--- src/rtl/shift_pla_pkg.sv ---
// Shared definitions for the shift-only tanh PLA (forward) and its inverse.
// Holds the inverse-FSM state encoding, the default word geometry and the
// derived-width helpers used by both directions.
package shift_pla_pkg;

  // Default geometry: y is Q1.(DEF_W_IN-1), x is Q(DEF_OUT_I).(DEF_W_OUT-DEF_OUT_I)
  localparam int unsigned DEF_W_IN  = 8;
  localparam int unsigned DEF_W_OUT = 8;
  localparam int unsigned DEF_OUT_I = 4;

  // Inverse datapath sequencing
  typedef enum logic [1:0] {
    IDLE     = 2'd0,
    COUNT    = 2'd1,
    ASSEMBLE = 2'd2,
    DONE     = 2'd3
  } state_e;

  // Fraction bits of the x-domain word
  function automatic int unsigned calc_out_f(input int unsigned w_out,
                                             input int unsigned out_i);
    return w_out - out_i;
  endfunction

  // Largest integer part representable in x (sign bit excluded)
  function automatic int unsigned calc_k_max(input int unsigned out_i);
    return (32'd1 << (out_i - 32'd1)) - 32'd1;
  endfunction

endpackage

--- src/rtl/shift_pla_align.sv ---
// Result formation for the shift-only tanh inverse.
// Takes the magnitude bits left over after the terminating zero (already
// left-aligned by the counting shifts), the leading-ones count k and the
// input sign, and produces the saturated, signed x word.
//   mag  : remaining magnitude bits, MSB-aligned
//   k    : leading-ones count (integer part of x)
//   sgn  : sign of the original y
//   x_c  : signed result, Q(OUT_I).(OUT_F)
module shift_pla_align
  import shift_pla_pkg::*;
#(
  parameter int unsigned W_IN  = DEF_W_IN,
  parameter int unsigned W_OUT = DEF_W_OUT,
  parameter int unsigned OUT_I = DEF_OUT_I,
  parameter int unsigned K_W   = $clog2(W_IN)
) (
  input  logic [W_IN-2:0]  mag,
  input  logic [K_W-1:0]   k,
  input  logic             sgn,
  output logic [W_OUT-1:0] x_c
);

  localparam int unsigned M_W   = W_IN - 1;
  localparam int unsigned OUT_F = calc_out_f(W_OUT, OUT_I);
  localparam int unsigned K_MAX = calc_k_max(OUT_I);
  localparam int unsigned EXT_W = M_W + OUT_F;

  logic [EXT_W-1:0] ext;
  logic [OUT_F-1:0] frac;
  logic             sat;
  logic [W_OUT-1:0] mag_res;
  logic             unused_low_bits;

  // Zero-fill below the magnitude so short remainders pad with zeros and
  // long ones are truncated by taking only the top OUT_F bits.
  assign ext             = {mag, {OUT_F{1'b0}}};
  assign frac            = ext[EXT_W-1 -: OUT_F];
  assign unused_low_bits = ^ext[M_W-1:0];

  // No terminating zero found, or integer part too large for x
  assign sat = (32'(k) >= M_W) || (32'(k) > K_MAX);

  // Unsigned magnitude of x
  always_comb begin
    mag_res = {OUT_I'(k), frac};
    if (sat) begin
      mag_res = {1'b0, {(W_OUT-1){1'b1}}};
    end
  end

  // Apply sign
  assign x_c = sgn ? (~mag_res + W_OUT'(1)) : mag_res;

endmodule

--- src/rtl/shift_pla_inverse.sv ---
// Iterative shift-only inverse of the tanh PLA approximation.
// Maps y (Q1.(W_IN-1)) back to x (Q(OUT_I).(OUT_F)) by counting the leading
// ones of |y| one bit per clock, then using the bits after the terminating
// zero as the fraction. One operation in flight, valid/ready on both sides.
//   clock, resetn        : rising-edge clock, synchronous active-low reset
//   in_valid/in_ready    : input handshake, in_ready high only while idle
//   in_data              : y, two's complement
//   out_valid/out_ready  : output handshake, result held until accepted
//   out_data             : x, two's complement
module shift_pla_inverse
  import shift_pla_pkg::*;
#(
  parameter int unsigned W_IN  = DEF_W_IN,
  parameter int unsigned W_OUT = DEF_W_OUT,
  parameter int unsigned OUT_I = DEF_OUT_I
) (
  input  logic             clock,
  input  logic             resetn,
  input  logic             in_valid,
  output logic             in_ready,
  input  logic [W_IN-1:0]  in_data,
  output logic             out_valid,
  input  logic             out_ready,
  output logic [W_OUT-1:0] out_data
);

  localparam int unsigned M_W = W_IN - 1;
  localparam int unsigned K_W = $clog2(W_IN);

  state_e           state_q, state_d;
  logic             sgn_q, sgn_d;
  logic [M_W-1:0]   mag_q, mag_d;
  logic [K_W-1:0]   k_q, k_d;
  logic             in_ready_q, in_ready_d;
  logic             out_valid_q, out_valid_d;
  logic [W_OUT-1:0] out_data_q, out_data_d;

  logic [W_IN-1:0]  y_abs;
  logic [M_W-1:0]   mag_in;
  logic [W_OUT-1:0] x_c;

  // |y|; the most negative y overflows into the MSB, so it is forced to an
  // all-ones magnitude and therefore runs the full count and saturates.
  assign y_abs  = in_data[W_IN-1] ? (~in_data + W_IN'(1)) : in_data;
  assign mag_in = y_abs[W_IN-1] ? {M_W{1'b1}} : y_abs[M_W-1:0];

  shift_pla_align #(
    .W_IN  (W_IN),
    .W_OUT (W_OUT),
    .OUT_I (OUT_I),
    .K_W   (K_W)
  ) u_align (
    .mag (mag_q),
    .k   (k_q),
    .sgn (sgn_q),
    .x_c (x_c)
  );

  // State and datapath registers
  always_ff @(posedge clock) begin
    if (!resetn) begin
      state_q     <= IDLE;
      sgn_q       <= 1'b0;
      mag_q       <= '0;
      k_q         <= '0;
      in_ready_q  <= 1'b1;
      out_valid_q <= 1'b0;
      out_data_q  <= '0;
    end else begin
      state_q     <= state_d;
      sgn_q       <= sgn_d;
      mag_q       <= mag_d;
      k_q         <= k_d;
      in_ready_q  <= in_ready_d;
      out_valid_q <= out_valid_d;
      out_data_q  <= out_data_d;
    end
  end

  // Next-state and next-output logic
  always_comb begin
    state_d     = state_q;
    sgn_d       = sgn_q;
    mag_d       = mag_q;
    k_d         = k_q;
    out_valid_d = out_valid_q;
    out_data_d  = out_data_q;

    unique case (state_q)
      IDLE: begin
        if (in_valid) begin
          sgn_d   = in_data[W_IN-1];
          mag_d   = mag_in;
          k_d     = '0;
          state_d = COUNT;
        end
      end

      COUNT: begin
        // Shift out one leading one per cycle; the last possible one ends
        // the count directly since no terminating zero can follow it.
        if (mag_q[M_W-1] && (32'(k_q) < M_W)) begin
          mag_d = mag_q << 1;
          k_d   = k_q + K_W'(1);
          if (32'(k_q) + 32'd1 == M_W) begin
            state_d = ASSEMBLE;
          end
        end else begin
          // Consume the terminating zero so the fraction is MSB-aligned
          mag_d   = mag_q << 1;
          state_d = ASSEMBLE;
        end
      end

      ASSEMBLE: begin
        out_data_d  = x_c;
        out_valid_d = 1'b1;
        state_d     = DONE;
      end

      DONE: begin
        if (out_ready) begin
          out_valid_d = 1'b0;
          state_d     = IDLE;
        end
      end

      default: begin
        state_d = IDLE;
      end
    endcase

    in_ready_d = (state_d == IDLE);
  end

  assign in_ready  = in_ready_q;
  assign out_valid = out_valid_q;
  assign out_data  = out_data_q;

endmodule
--- config.mk ---
export PLATFORM = sky130hd
export DESIGN_NAME = shift_pla_inverse
export DESIGN_NICKNAME = d
export VERILOG_FILES = /design/src/rtl/shift_pla_pkg.sv /design/src/rtl/shift_pla_align.sv /design/src/rtl/shift_pla_inverse.sv
export SDC_FILE = /design/constraint.sdc
export NUM_CORES = 1
export LEC_CHECK = 0
export ABC_AREA = 1
export BUFFER_PORTS_ARGS = -buffer_cell sky130_fd_sc_hd__clkbuf_2
export CAP_MARGIN = 20
export CORE_ASPECT_RATIO = 2
export CORE_MARGIN = 8
export CORE_UTILIZATION = 33
export CTS_CLUSTER_SIZE = 20
export DETAILED_ROUTE_END_ITERATION = 16
export PLACE_DENSITY = 0.55
export SYNTH_ARGS = -nofsm -noshare
export SYNTH_HDL_FRONTEND = slang
export SYNTH_SLANG_ARGS = --single-unit
--- constraint.sdc ---
create_clock -name clock -period 2.3 [get_ports clock]
set_clock_uncertainty 0.1 [all_clocks]
set_input_delay 0.46 -clock clock [delete_from_list [all_inputs] [get_ports clock]]
set_output_delay 0.46 -clock clock [all_outputs]
set_load 0.01 [all_outputs]
==> flow_summary.yaml <==
status:
  outcome: "finished, final reports clean"
final_layout:
  fill_cells: 464
  area_growth_pct: 15.6
  layout.nets: 238
  multi_input_comb_area_um2: 743
  seqCellArea_um2: 460
  drive_above_1_share_pct: 18.3
  fin_cells: 271
  antennaDiodeCount: 0
place:
  place_congestion: 0.873
  dpl.hpwl_um: 2410
  place_inst: 267
  pre_cts_ws_ns: 0.102
  io_buffers: 21
floorplanning:
  initial_utilization_pct: 33.7
  io_pins: 22
  die_area_um2: 6520
  die_w_um: 61.2
  die_y_um: 106
  core_um2: 4010
  num_rows: 33
clocking:
  clkTransAtPathRegs_ns: 0.09
  worstSkewPairLatency_ns: 0.27
  holdBufCountCts: 0
  cts.path.max_buffers: 2
  cts_root_buffer: "clkbuf_8"
  cts_made_buffers: 3
  clkSinkCount: 23
  cts_tree: "built"
  ctsHtreeMaxLevel: 1
worst_setup_path:
  critPathArrivalTime_ns: 2.24
  crit_path_end_kind: "register"
  crit_path_start_kind: "register"
  r2r-start: "k_q[1]"
  max_stage_delay_ns: 0.36
  crit_family: "simple AND/OR/NAND/NOR gates"
  cp_max_fo: 5
  critPathMostFrequentCell: "nand2_1"
  crit_path_cell_trace: "ha_1 -> ha_1 -> inv_2 -> nand2_1 -> nor2_2 -> ha_1 -> inv_1 -> nor2_1 -> nand4_1 -> nand2_1 -> nand2_1 -> nand2_1 -> nand3_1 -> nand2_1 -> inv_1"
  critPathBufInv: 3
  cp_slowest_cell: "dfxtp_1"
  critical_path_class: "reg -> reg"
  cp-startpoint: "k_q[1]"
  crit_required_ns: 2.38
yosys:
  syn_inst: 196
  ys_top_cells_by_area: "dfxtp_1 34%, nand2_1 9.2%, inv_1 8.1%"
  synthArstFlopShare_pct: 0
  ys.flop_type: "dfxtp_1"
  synth_top_area_share_pct: 34.1
  ys_ff_latch: 23
  yosys.area.top_type: "dfxtp_1"
  avgSynthCellArea_um2: 6.89
  synth-edff-count: 0
  yosys_warnings: 0
  synth_area_um2: 1350
  synthTopCellsByCount: "33 x nand2_1, 29 x inv_1, 27 x nor2_1"
  synth_most_common_cell: "nand2_1"
  synth_nets: 214
  yosysSeqAreaShare_pct: 34.1
  yosysUniqueCellTypes: 25
timing:
  fmax_ghz: 0.463
  min_period_over_period_pct: 93.8
  hold_ws_ns: 0.371
  final.setup.worst_slack_ns: 0.142
  setup_viol: 0
  worst_pin_slew_ns: 0.381
  setup_tns_ns: 0
  relSlewSlack_pct: 74.4
  hold_violations: 0
  maxSlewViolCount: 0
  period_needed_ns: 2.16
global_routing:
  grt_pass1_vias: 1295
  met2_usage_pct: 18.1
  grt_use_met1_pct: 11.2
  antenna_found_initial: 0
  top_usage_layer: "met2"
  grt_start_max_net_pins: 16
  globalRouteMet3Util_pct: 1.93
  grt_overflow: 0
  grt_usage_pct: 10.4
  grt_pass1_wl_um: 5330
power:
  internal_power_mw: 0.702
  switching_share_pct: 36.0
  p_switching_mw: 0.395
  peakVddDrop_v: 0.000350
  p_comb_share_pct: 30.9
  pwr-share-clk_pct: 23.8
  power_leakage_nw: 0.783
  power_frac_seq_pct: 45.3
  pwr_density_cell_nw_per_um2: 703
detailed_routing:
  vias: 1290
  first_pass_iters: 4
  ant_nets: 0
  drt-total-wl_um: 3080
  route.detailed.drc: 0
  viasPerCell: 4.76
  initialDrtViolationCount: 47
  wl_per_cell_um: 11.4
min_path:
  min_from: "out_data[7]"
  min_path_type: "reg -> reg"
job:
  max_cap_viol_count: 0
==> placed cells by master (no fill, tap or decap), drive strengths merged, types with 5 or more instances in the layout <==
master,instances
nand2,35
inv,35
o21ai,12
nand3,12
clkbuf,24
ha,6
xor2,5
a21oi,17
dfxtp,23
nor2,30
==> worst reg2reg max path: stages (launching register included) <==
cell and delay (ns):
dfxtp_1 0.36, ha_1 0.20, ha_1 0.21, inv_2 0.10, nand2_1 0.14, nor2_2 0.14
ha_1 0.17, inv_1 0.04, nor2_1 0.09, nand4_1 0.12, nand2_1 0.12, nand2_1 0.06
nand2_1 0.05, nand3_1 0.06, nand2_1 0.07, inv_1 0.03
==> power groups by stage <==
| stage | clock (mW) | sequential [mW] | combinational (mW) |
|---|---|---|---|
| 6_report | 0.261 | 0.497 | 0.339 |
| 3_5_place_dp | 0 | 0.505 | 0.341 |
| 3_3_place_gp | 0 | 0.504 | 0.339 |
| 5_1_grt | 0.286 | 0.504 | 0.394 |
| 2_1_floorplan | 0 | 0.505 | 0.246 |
| 4_1_cts | 0.276 | 0.497 | 0.343 |
==> path summary, 6_finish.rpt <==
path	endpoint	slack, ns	cells past startpoint
worst max-delay path	out_data[6]	0.14	15
worst min-delay path	out_data[7]	0.37	2
worst max register to register	out_data[6]	0.14	15
worst min register to register	out_data[7]	0.37	2
==> cell families (layout without fill, tap and decap cells) <==
group | count (synthesis) | count (layout) | synth area share (%)
AOI/OAI and AO/OA | 38 | 38 | 16.4
xor gates and xnor gates | 7 | 7 | 4.54
adders and majority gates | 6 | 6 | 5.56
buffers and inverters | 38 | 61 | 11.0
DFF | 23 | 23 | 34.1
and+or+nand+nor | 84 | 84 | 28.4
==> state kept, by name, indices dropped and copies added (netlist names) <==
| register | cells |
|---|---|
| out_valid | 1 |
| sgn_q | 1 |
| state_q | 2 |
| mag_q | 7 |
| out_data | 8 |
| in_ready | 1 |
| k_q | 3 |
==> area by class of cell <==
class / instances / area share [%]
clock inverter: 1 / 0.481
clock buffer: 3 / 2.65
inverter: 36 / 8.82
sequential: 23 / 29.5
timing repair buffer: 21 / 6.74
multi-input combinational: 135 / 47.6
tap: 52 / 4.17
==> per-stage QoR <==
step | cell area [um2] | utilization (%) | power (mW)
after floorplan | 1350 | - | 0.752
after global placement | 1510 | 37.7 | 0.843
after detailed placement | 1510 | 37.7 | 0.847
after CTS | 1560 | 38.9 | 1.12
after global routing | 1560 | 39.0 | 1.18
final | 1560 | 39.0 | 1.10
==> metal layers <==
layer	vias up	wire, um
li1	681	-
met1	584	1300
met2	21	1610
met3	4	124
met4	0	42
met5	-	0
==> repair_timing <==
item / 4_1_cts / 5_1_grt
setup endpoints to repair: 0 / 2
endpoints found under the hold margin: 0 / 0
resized for setup: 0 / 2
setup buffers: 0 / 0
No activity file was read; power rests on OpenSTA's default activity.
